[config.mk]
export PLATFORM = sky130hd
export DESIGN_NAME = glyph_fetch_arbiter
export DESIGN_NICKNAME = d
export VERILOG_FILES = /design/src/rtl/glyph_fetch_arbiter_pkg.sv /design/src/rtl/glyph_addr_map.sv /design/src/rtl/glyph_fetch_arbiter.sv
export SDC_FILE = /design/constraint.sdc
export NUM_CORES = 1
export LEC_CHECK = 0
export BUFFER_PORTS_ARGS = -buffer_cell sky130_fd_sc_hd__buf_4
export CAP_MARGIN = 20
export CORE_UTILIZATION = 47
export CTS_BUF_LIST = sky130_fd_sc_hd__clkbuf_8
export CTS_CLUSTER_DIAMETER = 200
export DETAILED_ROUTE_END_ITERATION = 16
export PLACE_DENSITY_LB_ADDON = 0.15
export SLEW_MARGIN = 10
export SYNTH_ARGS = -nofsm -noshare
export SYNTH_HDL_FRONTEND = slang
export SYNTH_HIERARCHICAL = 1
export SYNTH_SLANG_ARGS = --single-unit
[constraint.sdc]
create_clock -name clock -period 5.95 [get_ports clock]
set_input_delay 1.19 -clock clock [delete_from_list [all_inputs] [get_ports clock]]
set_output_delay 1.19 -clock clock [all_outputs]
set_load 0.005 [all_outputs]
[src/rtl/glyph_fetch_arbiter_pkg.sv]
// Shared constants and state encoding for the glyph fetch arbiter.
// The digit glyphs are 8-aligned in char_rom, so base+row never carries.
package glyph_fetch_arbiter_pkg;

  localparam logic [9:0] SPACE_ADDR = 10'o400;
  localparam logic [9:0] DIGIT_BASE = 10'o600;
  localparam int         GLYPH_ROWS = 8;
  localparam int         NUM_DIGITS = 10;

  typedef enum logic [1:0] {
    IDLE  = 2'd0,
    FETCH = 2'd1,
    DONE  = 2'd2
  } state_t;

endpackage

[src/rtl/glyph_addr_map.sv]
// Maps a digit code to the char_rom base address of its glyph.
// Codes outside 0..9 fall back to the space glyph.
module glyph_addr_map
  import glyph_fetch_arbiter_pkg::*;
#(
  parameter int ADDR_W = 10
) (
  input  logic [7:0]        num,
  output logic [ADDR_W-1:0] base
);

  always_comb begin
    base = ADDR_W'(SPACE_ADDR);
    if (num < 8'(NUM_DIGITS)) begin
      base = ADDR_W'(DIGIT_BASE) + ADDR_W'({num[3:0], 3'b000});
    end
  end

endmodule

[src/rtl/glyph_fetch_arbiter.sv]
// Round-robin arbiter sharing one char_rom read port between two digit requesters;
// fetches 8 glyph rows, bit-reverses them and presents the glyph on valid/ready.
//
// Handshakes: a requester is accepted on the rising edge where reqN_valid && reqN_ready;
// the glyph is consumed on the rising edge where glyph_valid && glyph_ready. Valid must
// be held until accepted; glyph_valid and its payload stay stable until consumed.
module glyph_fetch_arbiter
  import glyph_fetch_arbiter_pkg::*;
#(
  parameter int ADDR_W  = 10,
  parameter int DATA_W  = 8,
  parameter int ROWS    = GLYPH_ROWS,
  parameter int ROM_LAT = 1
) (
  input  logic                   clock,
  input  logic                   reset_n,
  input  logic                   req0_valid,
  input  logic [7:0]             req0_num,
  output logic                   req0_ready,
  input  logic                   req1_valid,
  input  logic [7:0]             req1_num,
  output logic                   req1_ready,
  output logic [ADDR_W-1:0]      rom_address,
  input  logic [DATA_W-1:0]      rom_q,
  output logic                   glyph_valid,
  input  logic                   glyph_ready,
  output logic                   glyph_owner,
  output logic [ROWS*DATA_W-1:0] glyph_rows,
  output logic                   busy,
  output state_t                 dbg_state
);

  localparam int                CNT_W    = $clog2(ROWS);
  localparam logic [CNT_W-1:0]  LAST_ROW = CNT_W'(ROWS - 1);

  state_t             state;
  logic               last_grant;
  logic               grant;
  logic               grant_any;
  logic [7:0]         num_sel;
  logic [ADDR_W-1:0]  base;
  logic [CNT_W-1:0]   issue_idx;
  logic               issue_v;
  logic [CNT_W-1:0]   cap_idx;
  logic [ROM_LAT-1:0] valid_pipe;
  logic               cap_v;

  always_comb begin
    grant_any = req0_valid | req1_valid;
    grant     = req1_valid;
    if (req0_valid && req1_valid) begin
      grant = ~last_grant;
    end
  end

  assign num_sel = grant ? req1_num : req0_num;

  glyph_addr_map #(.ADDR_W(ADDR_W)) u_addr_map (
    .num  (num_sel),
    .base (base)
  );

  // Ready is forced low while reset is held, even though state already reads IDLE.
  assign req0_ready = reset_n && (state == IDLE) && grant_any && !grant;
  assign req1_ready = reset_n && (state == IDLE) && grant_any &&  grant;
  assign busy       = (state != IDLE);
  assign dbg_state  = state;

  // issue_v delayed by ROM_LAT marks the cycle a row's data is on rom_q.
  always_ff @(posedge clock or negedge reset_n) begin
    if (!reset_n) begin
      valid_pipe <= '0;
    end else begin
      valid_pipe[0] <= issue_v;
      for (int i = 1; i < ROM_LAT; i++) begin
        valid_pipe[i] <= valid_pipe[i-1];
      end
    end
  end

  assign cap_v = valid_pipe[ROM_LAT-1];

  always_ff @(posedge clock or negedge reset_n) begin
    if (!reset_n) begin
      state       <= IDLE;
      last_grant  <= 1'b1;
      glyph_owner <= 1'b0;
      rom_address <= ADDR_W'(SPACE_ADDR);
      issue_idx   <= '0;
      issue_v     <= 1'b0;
      cap_idx     <= '0;
      glyph_valid <= 1'b0;
      glyph_rows  <= '0;
    end else begin
      case (state)
        IDLE: begin
          if (grant_any) begin
            last_grant  <= grant;
            glyph_owner <= grant;
            rom_address <= base;
            issue_idx   <= '0;
            issue_v     <= 1'b1;
            cap_idx     <= '0;
            state       <= FETCH;
          end
        end
        FETCH: begin
          if (issue_v) begin
            if (issue_idx == LAST_ROW) begin
              issue_v     <= 1'b0;
              rom_address <= ADDR_W'(SPACE_ADDR);
            end else begin
              issue_idx   <= issue_idx + CNT_W'(1);
              rom_address <= rom_address + ADDR_W'(1);
            end
          end
          if (cap_v) begin
            // ROM rows are MSB-first; the display wants bit 0 leftmost.
            for (int r = 0; r < ROWS; r++) begin
              if (cap_idx == CNT_W'(r)) begin
                for (int i = 0; i < DATA_W; i++) begin
                  glyph_rows[r*DATA_W+i] <= rom_q[DATA_W-1-i];
                end
              end
            end
            cap_idx <= cap_idx + CNT_W'(1);
            if (cap_idx == LAST_ROW) begin
              glyph_valid <= 1'b1;
              state       <= DONE;
            end
          end
        end
        DONE: begin
          if (glyph_ready) begin
            glyph_valid <= 1'b0;
            state       <= IDLE;
          end
        end
        default: state <= IDLE;
      endcase
    end
  end

endmodule

==> metrics.txt <==
status=finished, final reports clean; Root Buffer=clkbuf_8; post-synthesis sequential area ratio=0.552; kind of critical path=input port to flop; Finished Cell Area=~5000 um2; Core Area=8180 um2; R2R depth=8; Synth cell types=approximately 50; Worst Hold End=cap_v$_DFF_PN0_; clock slew at reported path FFs=90 ps; Tightest Hold Check Type=flop to flop; detailed placement HPWL=around 6000 um; max-slew violations=0; fin crit share=0.540; met2 WL post-DR=between 4000 and 5000 um; pin slew with the least headroom to its limit=728 ps; maximum vdd drop=approximately 0.29 mV; sw frac=0.350; Max-Slew Margin vs Limit=0.515; Crit-path slowest cell=or4_4; leading area contributor after synthesis=dfrtp_1; FILL cells=680; post-CTS resize count=0; met1 WL=roughly 3800 um; RePlAce Congestion=roughly 0.8; wire length on met3=just over 500 um; final WL=between 8000 and 9000 um; commonest non-fill, non-tap cells in the layout=buf_4, dfrtp_1, mux2_2, nand2_1, a21oi_1; WL/cell=approximately 16 um; Chip Height=around 94 um; All-Layer GR Usage=0.209; clock sinks=between 80 and 90; RSZ-0062 raised after global routing=false; gr ovfl total=0; Synth async-reset ratio=1.00; final setup TNS=0 ps; Internal Power=~1.8 mW; reg2reg setup slack=about 3300 ps; Fin. Hold Viols=0; Routed Antenna Nets=0; clock latency on the worst-skew pair=360 ps; initial antenna violation count=0; IO Port Bufs=approximately 110; cell chain of the critical path=buf_4 > a21boi_0 > buf_4 > mux2_2 > or4_4 > a21oi_1 > o21ai_0 > and2_1 > a211oi_1; CP Launch Type=input port; Setup Skew=about 12 ps; P&R area growth vs syn=27.0%; Core Rows=33; Critical Path End Type=flop; max cap viols=0; largest fanout on the critical path=8; Final nets=around 450; f_max=~0.31 GHz; Yosys reg bits=a little under 90; Power Density=540 nW/um2; cells after synthesis=slightly above 300; via-per-instance ratio=roughly 5.4; CP required=slightly above 6000 ps; Leakage=roughly 2.3 nW; I/O pins=110; residual DRC count=0; share of the synthesized area in the top cell type=0.539; dominant synthesized flop cell=dfrtp_1; clock tree buffer depth=2; TritonCTS clock tree=built; r2r startpoint=last_grant$_DFFE_PN1P_; H-tree levels=3; Final Util=0.613; CP arrival=roughly 3500 ps; initial DRC count=about 110; pin count of the biggest net entering global routing=60; most common cell after layout, fill and taps aside=buf_4; Diodes inserted=0; Post-synth EDFFs=0; Hold Crit Depth=0; Syn Area/Cell=between 10 and 15 um2; Initial Utilization=0.483; Power, Total=between 2 and 3 mW; TritonCTS Buffers=9; drt first pass iters=4; P_sw=around 0.95 mW; global-route wire length before repair=between 10,000 and 15,000 um; top sig layer=met4; via count=2,814; top post-synthesis cells by area=dfrtp_1, mux2_2, ha_1, a21oi_1, nand2_1; clock period minus worst slack=3210 ps; Hold Startpoint=issue_v$_DFFE_PN0P_; Mapped Area=about 3900 um2; CP dominant cell by count=buf_4; post-cts hold buffer count=0; yosys synthesis warning count=6; share of cells above drive strength 1=0.510; Flop pwr share=0.400; final setup violation count=0; vias in the first global route=2,697; dpl cell area=slightly below 5000 um2; r2r endpoint=rom_address[7]$_DFFE_PN0P_; clock share of power=0.141; postcts setup bufs=0; Die ar.=~8800 um2; slowest stage delay, CP=between 500 and 600 ps; Gate power share=0.459; die width=93.6 um
## power by group through the flow
stage,sequential [mW],clock [mW],combinational (mW)
floorplan,1.07,0,0.694
global placement,1.08,0,1.23
detailed placement,1.09,0,1.26
CTS,1.08,0.393,1.26
global route,1.12,0.418,1.37
finish,1.08,0.381,1.24
## through the flow
stage | worst slack [ps] | hold WS [ps] | std cells
CTS | 2750 | 418 | 525
finish | 2740 | 416 | 525
global route | 2540 | 438 | 525
global placement | 2450 | 385 | 509
detailed placement | 2380 | 399 | 509
floorplan | 2760 | 374 | 306
## metal layers
layer  GRT usage  vias to the layer above
li1            -                     1310
met1       0.275                     1417
met2       0.322                       75
met3      0.0569                       12
met4      0.0923                        0
met5           0                        -
## synth_stat cells, drive strengths merged (2+ instances only)
cell type,count
inv,10
nor3,4
o2bb2ai,3
o21ai,10
conb,2
buf,10
nor3b,5
clkbuf,3
nand3,10
a32o,2
dfrtp,85
a31oi,2
nor2,11
nand4,2
a211oi,4
ha,9
and2,2
a21o,2
dfstp,2
o22ai,2
a21oi,12
nand2,19
o31ai,2
mux2,72
## how the worst max path moves through the flow
| stage | start | end | slack [ps] |
|---|---|---|---|
| finish | req0_valid | rom_address[7]$_DFFE_PN0P_ | 2740 |
| global route | req0_valid | rom_address[7]$_DFFE_PN0P_ | 2540 |
| CTS | req1_valid | req0_ready | 2750 |
| detailed placement | req0_valid | rom_address[7]$_DFFE_PN0P_ | 2380 |
| global placement | req0_valid | rom_address[7]$_DFFE_PN0P_ | 2450 |
| floorplan | req1_valid | rom_address[7]$_DFFE_PN0P_ | 2760 |
## critical path: cells and delay by family
family | cells | cell delay (ps)
AO/OA/AOI/OAI | 4 | 800
AND/OR/NAND/NOR | 2 | 780
buffers and inverters | 2 | 370
multiplexers | 1 | 340
## registers in the layout (all words and copies together), names as in the netlist
register     count
cap_idx          3
glyph_rows      64
last_grant       1
glyph_valid      1
issue_idx        3
cap_v            1
glyph_owner      1
dbg_state        2
issue_v          1
rom_address     10
## cells by family (layout without fill, tap and decap cells)
logic type | count (synthesis) | after routing | synth area share
flops | 87 | 87 | 0.552
mux | 72 | 72 | 0.205
simple gates | 61 | 61 | 0.0957
compound gates | 49 | 49 | 0.0837
buf+inv | 23 | 137 | 0.0326
fa+ha+maj | 9 | 9 | 0.0285
other cells | 2 | 5 | 0.00190
## cell type report
type                       instances  area (um2)  area share
clock buffer                       9         124      0.0247
timing repair buffer             111         833       0.166
sequential                        87        2180       0.435
multi-input combinational        196        1650       0.329
inverter                          10        37.5     0.00749
tap                              105         131      0.0262
clock inverter                     7        56.3      0.0112
Note: power is estimated with default switching activity, not from simulation.
